**config.mk**
```make
export PLATFORM = sky130hd
export DESIGN_NAME = mole_controller_flat
export DESIGN_NICKNAME = d
export VERILOG_FILES = /design/src/rtl/whack_pkg.sv /design/src/rtl/mole_controller_if.sv /design/src/rtl/mole_controller_lfsr16.sv /design/src/rtl/mole_controller.sv /design/src/flat_wrapper.sv
export SDC_FILE = /design/constraint.sdc
export NUM_CORES = 1
export LEC_CHECK = 0
export CAP_MARGIN = 0
export CORE_UTILIZATION = 60
export CTS_BUF_LIST = sky130_fd_sc_hd__clkbuf_4 sky130_fd_sc_hd__clkbuf_8
export DETAILED_ROUTE_END_ITERATION = 6
export DONT_BUFFER_PORTS = 1
export PLACE_DENSITY = 0.87
export SLEW_MARGIN = 0
export SYNTH_ARGS = -nofsm -noshare
export SYNTH_HDL_FRONTEND = slang
export SYNTH_SLANG_ARGS = --single-unit
```
**constraint.sdc**
```tcl
create_clock -name clk -period 7.2 [get_ports clk]
set_clock_uncertainty 0.15 [all_clocks]
set_input_delay 2.16 -clock clk [delete_from_list [all_inputs] [get_ports clk]]
set_output_delay 2.16 -clock clk [all_outputs]
set_load 0.02 [all_outputs]
```
**src/rtl/whack_pkg.sv**
```systemverilog
// Shared types and constants for the whack-a-mole game core.
package whack_pkg;

  localparam int unsigned N_HOLES   = 4;
  localparam logic [15:0] LFSR_SEED = 16'hACE1;
  // Right-shifting Fibonacci form of taps 16,14,13,11 (bits 0,2,3,5).
  localparam logic [15:0] LFSR_TAPS = 16'h002D;

  typedef enum logic [2:0] {
    IDLE,
    START,
    GAP,
    UP,
    GAME_OVER
  } state_t;

endpackage

```
**src/rtl/mole_controller_if.sv**
```systemverilog
// Player-side and scoreboard-side signals of the game core.
interface mole_controller_if;
  import whack_pkg::*;

  logic               start;
  logic [N_HOLES-1:0] btn;
  logic [N_HOLES-1:0] mole;
  logic               score_inc;
  logic               score_clr;
  logic               game_over;
  logic [7:0]         miss_count;
  logic [7:0]         time_left;

  modport master (
    output start, btn,
    input  mole, score_inc, score_clr, game_over, miss_count, time_left
  );

  modport slave (
    input  start, btn,
    output mole, score_inc, score_clr, game_over, miss_count, time_left
  );

endinterface

```
**src/rtl/mole_controller_lfsr16.sv**
```systemverilog
// 16-bit Fibonacci LFSR, steps every cycle, seeded on reset.
module lfsr16
  import whack_pkg::*;
(
  input  logic        clk,
  input  logic        reset,
  output logic [15:0] q
);

  // Shift right, feedback into the MSB.
  always_ff @(posedge clk) begin
    if (reset) q <= LFSR_SEED;
    else       q <= {^(q & LFSR_TAPS), q[15:1]};
  end

endmodule

```
**src/rtl/mole_controller.sv**
```systemverilog
// Whack-a-mole game core: hole picking, hit/miss judging, round timer.
module mole_controller
  import whack_pkg::*;
#(
  parameter int unsigned TICK_DIV   = 100000,
  parameter int unsigned MS_PER_SEC = 1000,
  parameter int unsigned UP_MS      = 800,
  parameter int unsigned GAP_MS     = 300,
  parameter int unsigned GAME_SEC   = 60
) (
  input logic              clk,
  input logic              reset,
  mole_controller_if.slave bus
);

  localparam int unsigned PRESC_W = $clog2(TICK_DIV + 1);
  localparam int unsigned PH_MAX  = (UP_MS > GAP_MS) ? UP_MS : GAP_MS;
  localparam int unsigned PH_W    = $clog2(PH_MAX + 1);
  localparam int unsigned SEC_W   = $clog2(MS_PER_SEC + 1);

  state_t             state, next_state;
  logic [15:0]        lfsr_q;
  logic [13:0]        lfsr_unused;
  logic [1:0]         hole_raw, hole_pick, prev_hole, prev_hole_d;
  logic [PRESC_W-1:0] presc;
  logic [N_HOLES-1:0] btn_prev, btn_edge, mole_q, mole_d;
  logic               start_prev, start_edge, ms_tick;
  logic [PH_W-1:0]    phase_cnt, phase_d, phase_inc;
  logic [SEC_W-1:0]   sec_cnt, sec_d, sec_inc;
  logic [7:0]         time_left_q, time_left_d, miss_q, miss_d;
  logic               score_inc_q, score_inc_d, score_clr_q, score_clr_d, game_over_q;
  logic               in_round, hit, any_press, gap_done, up_done, sec_done, expire;

  lfsr16 u_lfsr (
    .clk   (clk),
    .reset (reset),
    .q     (lfsr_q)
  );

  assign {lfsr_unused, hole_raw} = lfsr_q;
  // Never light the same hole twice in a row.
  assign hole_pick = (hole_raw == prev_hole) ? hole_raw + 2'd1 : hole_raw;

  assign btn_edge   = bus.btn & ~btn_prev;
  assign start_edge = bus.start & ~start_prev;
  assign ms_tick    = (presc == PRESC_W'(TICK_DIV - 1));
  assign any_press  = |btn_edge;
  assign in_round   = (state == GAP) || (state == UP);
  assign hit        = (state == UP) && |(btn_edge & mole_q);
  assign phase_inc  = phase_cnt + PH_W'(1);
  assign sec_inc    = sec_cnt + SEC_W'(1);
  assign gap_done   = ms_tick && (phase_inc == PH_W'(GAP_MS));
  assign up_done    = ms_tick && (phase_inc == PH_W'(UP_MS));
  assign sec_done   = ms_tick && (sec_inc == SEC_W'(MS_PER_SEC));
  assign expire     = in_round && sec_done && (time_left_q == 8'd1);

  // State register.
  always_ff @(posedge clk) begin
    if (reset) state <= IDLE;
    else       state <= next_state;
  end

  // Next-state logic; restart and round expiry override the phase flow.
  always_comb begin
    next_state = state;
    case (state)
      IDLE, GAME_OVER: if (start_edge) next_state = START;
      START:           next_state = GAP;
      GAP:             if (gap_done) next_state = UP;
      UP:              if (hit || up_done) next_state = GAP;
      default:         next_state = IDLE;
    endcase
    if (in_round) begin
      if (start_edge)  next_state = START;
      else if (expire) next_state = GAME_OVER;
    end
  end

  // Next values of the registered outputs and counters.
  always_comb begin
    mole_d      = '0;
    score_inc_d = 1'b0;
    score_clr_d = 1'b0;
    time_left_d = time_left_q;
    miss_d      = miss_q;
    phase_d     = phase_cnt;
    sec_d       = sec_cnt;
    prev_hole_d = prev_hole;
    if (next_state == START) begin
      score_clr_d = 1'b1;
      time_left_d = 8'(GAME_SEC);
      miss_d      = '0;
      phase_d     = '0;
      sec_d       = '0;
    end else begin
      if (in_round) begin
        if (ms_tick) begin
          phase_d = phase_inc;
          if (sec_done) begin
            sec_d       = '0;
            time_left_d = time_left_q - 8'd1;
          end else begin
            sec_d = sec_inc;
          end
        end
        if (hit)                              score_inc_d = 1'b1;
        else if (any_press && miss_q != 8'hFF) miss_d     = miss_q + 8'd1;
      end
      if (next_state != state) phase_d = '0;
      if (next_state == UP) begin
        if (state == UP) begin
          mole_d = mole_q;
        end else begin
          prev_hole_d = hole_pick;
          for (int i = 0; i < int'(N_HOLES); i++) mole_d[i] = (2'(i) == hole_pick);
        end
      end
    end
  end

  // Output, counter and edge-history registers.
  always_ff @(posedge clk) begin
    if (reset) begin
      presc       <= '0;
      btn_prev    <= '0;
      start_prev  <= 1'b0;
      prev_hole   <= '0;
      phase_cnt   <= '0;
      sec_cnt     <= '0;
      mole_q      <= '0;
      score_inc_q <= 1'b0;
      score_clr_q <= 1'b0;
      game_over_q <= 1'b0;
      time_left_q <= '0;
      miss_q      <= '0;
    end else begin
      presc       <= ms_tick ? '0 : presc + PRESC_W'(1);
      btn_prev    <= bus.btn;
      start_prev  <= bus.start;
      prev_hole   <= prev_hole_d;
      phase_cnt   <= phase_d;
      sec_cnt     <= sec_d;
      mole_q      <= mole_d;
      score_inc_q <= score_inc_d;
      score_clr_q <= score_clr_d;
      game_over_q <= (next_state == GAME_OVER);
      time_left_q <= time_left_d;
      miss_q      <= miss_d;
    end
  end

  assign bus.mole       = mole_q;
  assign bus.score_inc  = score_inc_q;
  assign bus.score_clr  = score_clr_q;
  assign bus.game_over  = game_over_q;
  assign bus.miss_count = miss_q;
  assign bus.time_left  = time_left_q;

endmodule

```
**src/flat_wrapper.sv**
```systemverilog
// flat-port wrapper written by rule: the top's interface ports become plain ports
module mole_controller_flat import whack_pkg::*;
#(
  parameter int unsigned TICK_DIV   = 100000,
  parameter int unsigned MS_PER_SEC = 1000,
  parameter int unsigned UP_MS      = 800,
  parameter int unsigned GAP_MS     = 300,
  parameter int unsigned GAME_SEC   = 60
)
  (clk, reset, bus_start, bus_btn, bus_mole, bus_score_inc, bus_score_clr, bus_game_over, bus_miss_count, bus_time_left);
  mole_controller_if bus_i ();
  input logic clk;
  input logic reset;
  input wire logic [$bits(bus_i.start)-1:0] bus_start;
  input wire logic [$bits(bus_i.btn)-1:0] bus_btn;
  output wire logic [$bits(bus_i.mole)-1:0] bus_mole;
  output wire logic [$bits(bus_i.score_inc)-1:0] bus_score_inc;
  output wire logic [$bits(bus_i.score_clr)-1:0] bus_score_clr;
  output wire logic [$bits(bus_i.game_over)-1:0] bus_game_over;
  output wire logic [$bits(bus_i.miss_count)-1:0] bus_miss_count;
  output wire logic [$bits(bus_i.time_left)-1:0] bus_time_left;
  assign bus_i.start = bus_start;
  assign bus_i.btn = bus_btn;
  assign bus_mole = bus_i.mole;
  assign bus_score_inc = bus_i.score_inc;
  assign bus_score_clr = bus_i.score_clr;
  assign bus_game_over = bus_i.game_over;
  assign bus_miss_count = bus_i.miss_count;
  assign bus_time_left = bus_i.time_left;
  mole_controller #(.TICK_DIV(TICK_DIV), .MS_PER_SEC(MS_PER_SEC), .UP_MS(UP_MS), .GAP_MS(GAP_MS), .GAME_SEC(GAME_SEC)) u_core (.clk(clk), .reset(reset), .bus(bus_i));
endmodule
```
# Word level (Yosys, flattened, before mapping)
# Cells that the tools add are included.
[word_totals]
reg_bits = 86
wordCells = 92
[op_classes]
n_addsub = 6
n_eq_ne = 18
n_mux = 15
bitwise_logic = 10
reduce_logical = 28
[op_table]
columns = ["op", "count"]
rows = [
  ["$mux W6", 4],
  ["$add A10 B1 Y10 const B", 2],
  ["$eq A10 B10 Y1 const B", 2],
  ["$mux W3", 6],
  ["$add A17 B1 Y17 const B", 1],
  ["$eq A17 B17 Y1 const B", 1],
  ["$reduce_xor A16 Y1", 1],
  ["$pmux W3 S4", 1],
  ["$reduce_and A3 Y1", 4],
  ["$eq A10 B9 Y1 const B", 1],
  ["$mux W10", 1],
  ["$eq A3 B2 Y1 const B", 3],
  ["$reduce_or A3 Y1", 3],
  ["$add A8 B1 Y8 const B", 1],
  ["$and A4 B4 Y4", 2],
  ["$eq A8 B1 Y1 const B", 1],
  ["$ne A8 B8 Y1 const B", 1],
  ["$reduce_or A4 Y1", 2],
  ["$sub A8 B1 Y8 const B", 1],
  ["$logic_and A1 B1 Y1", 7],
  ["$eq A3 B1 Y1 const B", 2],
  ["$eq A3 B3 Y1 const B", 2],
  ["$not A1 Y1", 6],
  ["$reduce_bool A2 Y1", 3],
  ["14 further kinds", 19],
]

# Longest topological paths before layout
# Gate-level depths: netlist (run 1).
[logic_depth]
ltp_word = 14
mapped_depth = 10
mapped_depth_nobuf = 8

# Modules after synthesis
# Synthesis (run 1) repeated with hierarchy kept, for this count alone.
[hier_totals]
cells_unflattened = 476
hier_area_um2 = 4230.3
[by_module_without_submodules]
columns = ["mod", "n_inst", "cells_each", "area_per_inst_um2", "seq_area_each_um2"]
rows = [
  ["mole_controller", 1, 440, 3772.4, 1401.3],
  ["lfsr16", 1, 36, 457.9, 320.3],
]

# Worst setup path after synthesis (run 1)
# Ideal clock, no wire load.
[synth_path]
kind = "input-to-reg"
start = "input bus_btn[0]"
end = "register u_core.miss_q[5], in the netlist u_core.bus.miss_count[5]"
arrival_ps = 3679
required_ps = 6980
setup_slack_ps = 3300
path_stages = 6
n_path_buf = 0
cell_sequence = "nand3b_1 -> nand4_1 -> a2111oi_2 -> nand4_1 -> or3_1 -> a21oi_1"
[synth_between]
elab_chain_len = 12
word_cells_on_any_way = 16
classes_between = "eq/ne: 1; mux: 5; bitwise: 3; reduce/logical: 7"
[synth_lines]
columns = ["element", "line_no", "source"]
rows = [
  ["from (decl)", "flat_wrapper.sv:15", "input wire logic [$bits(bus_i.btn)-1:0] bus_btn;"],
  ["$and A4 B4 Y4 *", "mole_controller.sv:44", "assign btn_edge = bus.btn & ~btn_prev;"],
  ["$and A4 B4 Y4", "mole_controller.sv:49", "assign hit = (state == UP) && |(btn_edge & mole_q);"],
  ["$reduce_or A4 Y1", "mole_controller.sv:49", ""],
  ["$logic_and A1 B1 Y1", "mole_controller.sv:49", ""],
  ["$logic_or A1 B1 Y1", "mole_controller.sv:70", "UP: if (hit || up_done) next_state = GAP;"],
  ["$mux W3", "mole_controller.sv:70", ""],
  ["$pmux W3 S4", "mole_controller.sv:66", "case (state)"],
  ["$mux W3", "mole_controller.sv:75", "else if (expire) next_state = GAME_OVER;"],
  ["$mux W3", "mole_controller.sv:74", "if (start_edge) next_state = START;"],
  ["$mux W3", "mole_controller.sv:73", "if (in_round) begin"],
  ["$eq A3 B1 Y1", "mole_controller.sv:89", "if (next_state == START) begin"],
  ["$reduce_or A2 Y1 (no line)", "-", ""],
  ["to (signal assigned)", "mole_controller.sv:148", "miss_q <= miss_d;"],
  ["to (decl)", "mole_controller.sv:30", "logic [7:0] time_left_q, time_left_d, miss_q, miss_d;"],
]
# Every way passes the cells marked *; elsewhere a longest branch is shown, timed or not.
# A chain may end at the register's enable or synchronous reset.

# Worst setup path in the final report (run 1)
[layout_path]
start = "input bus_start"
end = "register u_core.mole_q[0], in the netlist u_core.bus.mole[0]"
[layout_between]
elab_chain_len = 9
word_cells_on_any_way = 10
classes_between = "eq/ne: 2; mux: 5; bitwise: 2; reduce/logical: 1"
[layout_lines]
columns = ["element", "line_no", "source"]
rows = [
  ["from (decl)", "flat_wrapper.sv:14", "input wire logic [$bits(bus_i.start)-1:0] bus_start;"],
  ["$and A1 B1 Y1 *", "mole_controller.sv:45", "assign start_edge = bus.start & ~start_prev;"],
  ["$mux W3", "mole_controller.sv:67", "IDLE, GAME_OVER: if (start_edge) next_state = START;"],
  ["$pmux W3 S4", "mole_controller.sv:66", ""],
  ["$mux W3", "mole_controller.sv:75", ""],
  ["$mux W3", "mole_controller.sv:74", ""],
  ["$mux W3 *", "mole_controller.sv:73", ""],
  ["$eq A3 B2 Y1", "mole_controller.sv:110", "if (next_state == UP) begin"],
  ["$not A1 Y1 (no line)", "-", ""],
  ["$reduce_or A3 Y1 (no line) *", "-", ""],
  ["to (signal assigned)", "mole_controller.sv:143", "mole_q <= mole_d;"],
  ["to (decl)", "mole_controller.sv:26", "logic [N_HOLES-1:0] btn_prev, btn_edge, mole_q, mole_d;"],
]
# Marks and branches as above.

==> summary.txt, run 1 <==
Timing
  • Final WS setup: 3.24 ns
  • Least-Margin Pin Slew: 0.864 ns
  • Pins Over Slew Limit: 0
  • Hold violation count in the final report: 0
  • Peak Freq: 0.252 GHz
  • Fin crit period: 3.96 ns
  • RSZ-0062 raised after global routing: false
  • Setup violations, final: 0
  • Period utilization: 55.1%
  • Setup tns final: 0 ns
  • Rel. slew slack: 40.9%

Final layout
  • Diode count: 0
  • Area of the multi-input gates: 2260 µm²
  • Share of cells above drive strength 1: 9.59%
  • Reg area: 1720 µm²
  • Post-Layout Cell Count: 546
  • Number of fill cells: 521
  • Area Growth Syn to Fin: 5.29%
  • Util after Layout: 66.7%
  • # nets final: 479

Logic synthesis
  • Async SR Flop Fraction: 0%
  • Post-synth top area share: 42.1%
  • Mux cell area share after synthesis: 1.53%
  • Synthesized area: 4090 µm²
  • Synth Area in Compound Gates: 11.0%
  • Post-synthesis xor/xnor area fraction: 9.42%
  • Yosys cell types: 55
  • Adder-Cell Fraction of Synth Area: 2.45%
  • Sequential fraction of the synthesis area: 42.1%
  • Syn avg cell area: 8.65 µm²
  • Cell count after synthesis: 473
  • Commonest cells post-synth: 86 x dfxtp_1, 60 x nor2_1, 43 x nand2_1
  • Simple-Gate Fraction of Synth Area: 30.8%
  • Yosys reg bits: 86
  • Synth area leader: dfxtp_1
  • Area contributors post-synth: dfxtp_1 42%, nor2_1 5.5%, xor2_1 5.4%
  • Most common cell in the netlist: dfxtp_1
  • Synth Flop Type: dfxtp_1
  • Largest family of logic cells by synthesized area: simple AND/OR/NAND/NOR gates
  • Yosys warning count: 0
  • Syn nets: 488
  • EDFF count, synth: 0

Clocking
  • Post_cts resized: 0
  • Sink Count: 86
  • Clock transition at the registers of the reported paths: 0.09 ns
  • Cts hold-fix bufs: 0
  • CTS tree: done
  • Root buf cell: clkbuf_8
  • Cts bufs inserted: 9
  • Max Buffers Root-to-Sink: 2
  • H-tree level count: 3
  • Clk Latency, worst-skew pair: 0.36 ns
  • Post-CTS setup buffers: 0

GRT
  • Gr usage total: 24.6%
  • Total congestion overflow: 0
  • Global-route wire length before repair: 14,100 µm
  • Largest net degree at the start of global routing: 33
  • Number of global-route vias before repair: 3,048
  • Initial antenna violation count: 0

Die
  • Core box area: 6460 µm²
  • Initial Util: 63.3%
  • Row count: 29
  • Die Area: 7150 µm²
  • IO Count: 30
  • Die height: 84.6 µm
  • Width of the die: 84.6 µm

Worst hold path
  • Hold endpoint: u_core.u_lfsr.q[13]
  • Hold depth: 1
  • Hold Crit Class: reg2reg
  • HP Start: u_core.u_lfsr.q[14]

Setup path
  • Worst-path fanout max: 9
  • Reg2Reg Depth: 8
  • Max incr delay on CP: 0.49 ns
  • Worst flop-to-flop path startpoint: u_core.presc[0]
  • Crit-path leading delay family: simple AND/OR/NAND/NOR gates
  • Critical-path top delay cell: nor2b_1
  • CP bufs+invs: 0
  • Crit. End Element: flop
  • R2r endpoint: u_core.prev_hole[1]
  • Critical path type: in2reg
  • Critical path depth in cells: 7
  • Crit path arrival time: 4.09 ns
  • Crit path required time: 7.33 ns
  • CP Launch Type: input pin
  • Worst Setup SP: bus_start
  • CP cell instances: nor2b_1, nand2_1, o21a_1, a31oi_1, o22ai_2, or3_1, nor3_1
  • Flop-to-flop setup slack: 3.96 ns

Job
  • Max Cap Viol: 0

Route
  • DRT antenna net count: 0
  • WL per Instance: 15.2 µm
  • Drc violations: 0
  • DRT Wirelength: 8280 µm
  • DRT iter0 DRCs: 122
  • Pre-antenna DRT Iters: 6
  • Vias per cell: 6.05
  • Vias post-DR: 3,301

Placement
  • GP Congestion: 0.886
  • Post-DP HPWL: 5770 µm
  • Placed cell count: 530
  • Port Buffers: 0
  • Place WS: 2.88 ns

Pwr
  • Maximum VDD drop: 0.000214 V
  • Static leakage: 1.50 nW
  • Power per cell area: 207 nW/µm²

Outcome
  • Status: finished, final reports clean
## metal layers
| metal | track usage [%] | share of wire [%] | vias to the layer above | routed length (µm) |
|---|---|---|---|---|
| met5 | 0 | 0 | - | 0 |
| met4 | 7.55 | 2.1 | 0 | 172 |
| met3 | 7.18 | 5.0 | 18 | 416 |
| met2 | 41.8 | 49 | 89 | 4070 |
| met1 | 30.0 | 44 | 1562 | 3630 |
| li1 | - | - | 1632 | - |
## cells by family after synthesis
kind of cell / count (synthesis)
DFF: 86
adders and majority gates: 8
buffers and inverters: 28
muxes: 5
and+or+nand+nor: 236
xor gates and xnor gates: 44
AOI/OAI and AO/OA: 66
## registers in the layout, summed over array words and instances, names as in the netlist
name                   flops
u_core.bus.score_clr       1
u_core.phase_cnt          10
u_core.state               3
u_core.bus.game_over       1
u_core.prev_hole           2
u_core.start_prev          1
u_core.bus.miss_count      8
u_core.u_lfsr.q           16
u_core.btn_prev            4
u_core.presc              17
u_core.bus.score_inc       1
u_core.sec_cnt            10
u_core.bus.mole            4
u_core.bus.time_left       8
## power breakdown
group / total, mW / switching, mW / internal (mW)
clock: 0.344 / 0.177 / 0.167
combinational: 0.0450 / 0.0258 / 0.0192
sequential: 0.504 / 0.0156 / 0.488
## cell usage in the layout (no fill, tap or decap), types with 3 or more instances in the layout
cell / synthesis / layout
mux2i_1: 4 / 4
dfxtp_1: 86 / 86
nand2_1: 43 / 43
or3_1: 11 / 11
nand2b_1: 6 / 6
nor4_1: 3 / 3
o311ai_0: 3 / 3
nand4_1: 15 / 15
and3_1: 9 / 9
clkbuf_8: 0 / 9
clkinvlp_4: 0 / 3
and4_1: 3 / 3
xnor2_1: 19 / 19
and2_1: 4 / 4
a21oi_1: 22 / 22
a211oi_1: 4 / 4
o21ai_0: 12 / 12
nor2b_1: 19 / 19
or2_2: 11 / 11
nor2_1: 60 / 60
a31oi_1: 4 / 4
nor3b_1: 4 / 4
nor3_1: 9 / 9
nand3b_1: 5 / 5
ha_1: 8 / 8
xor2_1: 25 / 25
inv_1: 8 / 8
nand3_1: 21 / 21
## layout make-up
cell class / count / area share [%]
multi-input combinational: 359 / 52.4
clock buffer: 10 / 3.05
sequential: 86 / 40.0
tap: 77 / 2.24
clock inverter: 6 / 1.63
inverter: 8 / 0.697
## metrics by stage
| stage | hold WS, ns | power, mW | cell area, µm² |
|---|---|---|---|
| 6_report | 0.267 | 0.893 | 4310 |
| 2_1_floorplan | 0.239 | 0.550 | 4090 |
| 5_1_grt | 0.299 | 0.926 | 4310 |
| 3_3_place_gp | 0.247 | 0.557 | 4110 |
| 3_5_place_dp | 0.250 | 0.559 | 4110 |
| 4_1_cts | 0.273 | 0.899 | 4310 |
## how the worst max path moves through the flow
| stage | to | slack, ns |
|---|---|---|
| 6_report | u_core.bus.mole[0] | 3.24 |
| 5_1_grt | u_core.bus.mole[2] | 3.14 |
| 4_1_cts | u_core.bus.mole[0] | 3.28 |
| 3_5_place_dp | u_core.bus.mole[0] | 2.88 |
| 3_3_place_gp | u_core.bus.mole[0] | 3.03 |
| 2_1_floorplan | u_core.bus.miss_count[5] | 3.30 |
(Power assumes the default switching activity.)
==> run 2, diff against run 1 <==
- clock period: 7.2 -> 3.8 ns (I/O delays scaled with it)
==> summary.txt, run 2 (synthesis results as in run 1) <==
Worst hold path
  • Hold depth: 1
  • Hold Crit Class: reg2reg

Final layout
  • Biggest regs: u_core.presc: 17 flops, u_core.u_lfsr.q: 16 flops
  • Area Growth Syn to Fin: 5.66%
  • Post-Layout Cell Count: 547
  • Most common cell after layout, fill and taps aside: dfxtp_1
  • Largest Register: u_core.presc
  • Fin area: 4320 µm²
  • # nets final: 480
  • Share of cells above drive strength 1: 9.79%
  • Number of fill cells: 512
  • Diode count: 0
  • Util after Layout: 66.9%
  • Most frequent cells in the layout: 86 x dfxtp_1, 60 x nor2_1, 43 x nand2_1
  • Max reg flops: 17

Setup path
  • Worst-path fanout max: 12
  • CP Launch Type: flop
  • Critical path type: reg2reg
  • Crit. End Element: flop
  • Crit path arrival time: 3.30 ns
  • Crit path required time: 3.88 ns
  • Reg2Reg Depth: 7

Timing
  • Setup violations, final: 0
  • Hold Slack: 0.264 ns
  • Least-Margin Pin Slew: 0.838 ns
  • Pins Over Slew Limit: 0
  • RSZ-0062 raised after global routing: false
  • Period utilization: 84.8%
  • Fin crit period: 3.22 ns
  • Rel. slew slack: 43.4%
  • Hold violation count in the final report: 0
  • Setup tns final: 0 ns
  • Peak Freq: 0.310 GHz

Clocking
  • CTS tree: done
  • H-tree level count: 3
  • Max Buffers Root-to-Sink: 2
  • Clock transition at the registers of the reported paths: 0.08 ns
  • Cts bufs inserted: 9
  • Cts hold-fix bufs: 0
  • Post-CTS setup buffers: 0
  • Clk Latency, worst-skew pair: 0.35 ns
  • Post_cts resized: 0
  • Root buf cell: clkbuf_8
  • Sink Count: 86

Pwr
  • Power per cell area: 394 nW/µm²
  • Maximum VDD drop: 0.000432 V
  • Static leakage: 1.52 nW

GRT
  • Largest net degree at the start of global routing: 33
  • Number of global-route vias before repair: 3,056
  • Global-route wire length before repair: 14,000 µm
  • Gr usage total: 24.6%
  • Initial antenna violation count: 0
  • Total congestion overflow: 0

Die
  • IO Count: 30
  • Die height: 84.6 µm
  • Initial Util: 63.3%
  • Die Area: 7150 µm²
  • Width of the die: 84.6 µm
  • Core box area: 6460 µm²
  • Row count: 29

Route
  • DRT Wirelength: 8390 µm
  • DRT antenna net count: 0
  • Vias per cell: 6.10
  • WL per Instance: 15.3 µm
  • Vias post-DR: 3,336
  • Drc violations: 0
  • DRT iter0 DRCs: 257
  • Pre-antenna DRT Iters: 7

Outcome
  • Status: finished, final reports clean

Placement
  • GP Congestion: 0.893
  • Placed cell count: 531
  • Port Buffers: 0
  • Dpl cell area: 4110 µm²
  • Post-DP HPWL: 5880 µm

Job
  • Max Cap Viol: 0
-- run 2: changes by cell type in the layout (fill, tap and decap cells not counted) --
cell        delta
buf_4          +1
clkinv_2       +1
clkbuf_8       +2
clkinvlp_4     -2
clkbuf_4       +1
inv_6          -2
-- run 2: per-stage QoR --
stage	setup slack, ns	total power [mW]
after CTS	0.701	1.71
after floorplan	0.920	1.04
final	0.579	1.70
after detailed placement	0.504	1.06
after global placement	0.671	1.06
after global routing	0.360	1.77
-- run 2: final cells by class --
cell class	instances	area, µm²	area share [%]
Tap cell	77	96.3	2.23
Timing Repair Buffer	1	7.51	0.174
Clock inverter	3	42.5	0.984
Clock buffer	13	166	3.85
Sequential cell	86	1720	39.8
Inverter	8	30.0	0.695
Multi-Input combinational cell	359	2260	52.2
-- run 2: worst max-delay path, cell delays in order, from the launching register on --
cell      delay (ns)
dfxtp_1         0.45
ha_1            0.36
nand2_1         0.14
o311ai_0        0.72
nand4_1         0.62
nor3_1          0.37
xnor2_1         0.18
a21oi_1         0.10
-- run 2: routing by layer --
layer | share of wire [%] | routed length (µm) | global-route usage, %
met5 | 0 | 0 | 0
met1 | 43 | 3640 | 29.8
met3 | 5.0 | 423 | 5.70
met2 | 50 | 4200 | 42.1
met4 | 1.4 | 118 | 10.3
-- run 2: power by group --
part	internal (mW)	switching, mW
Combinational	0.0364	0.0487
Clock	0.354	0.308
Sequential	0.925	0.0292
Total	1.32	0.386
-- run 2: path summary, 6_finish.rpt --
check | from | to | slack [ns]
setup / recovery | u_core.sec_cnt[0] | u_core.bus.time_left[3] | 0.58
hold reg to reg | u_core.u_lfsr.q[6] | u_core.u_lfsr.q[5] | 0.26
hold / removal | u_core.u_lfsr.q[6] | u_core.u_lfsr.q[5] | 0.26
setup reg to reg | u_core.sec_cnt[0] | u_core.bus.time_left[3] | 0.58
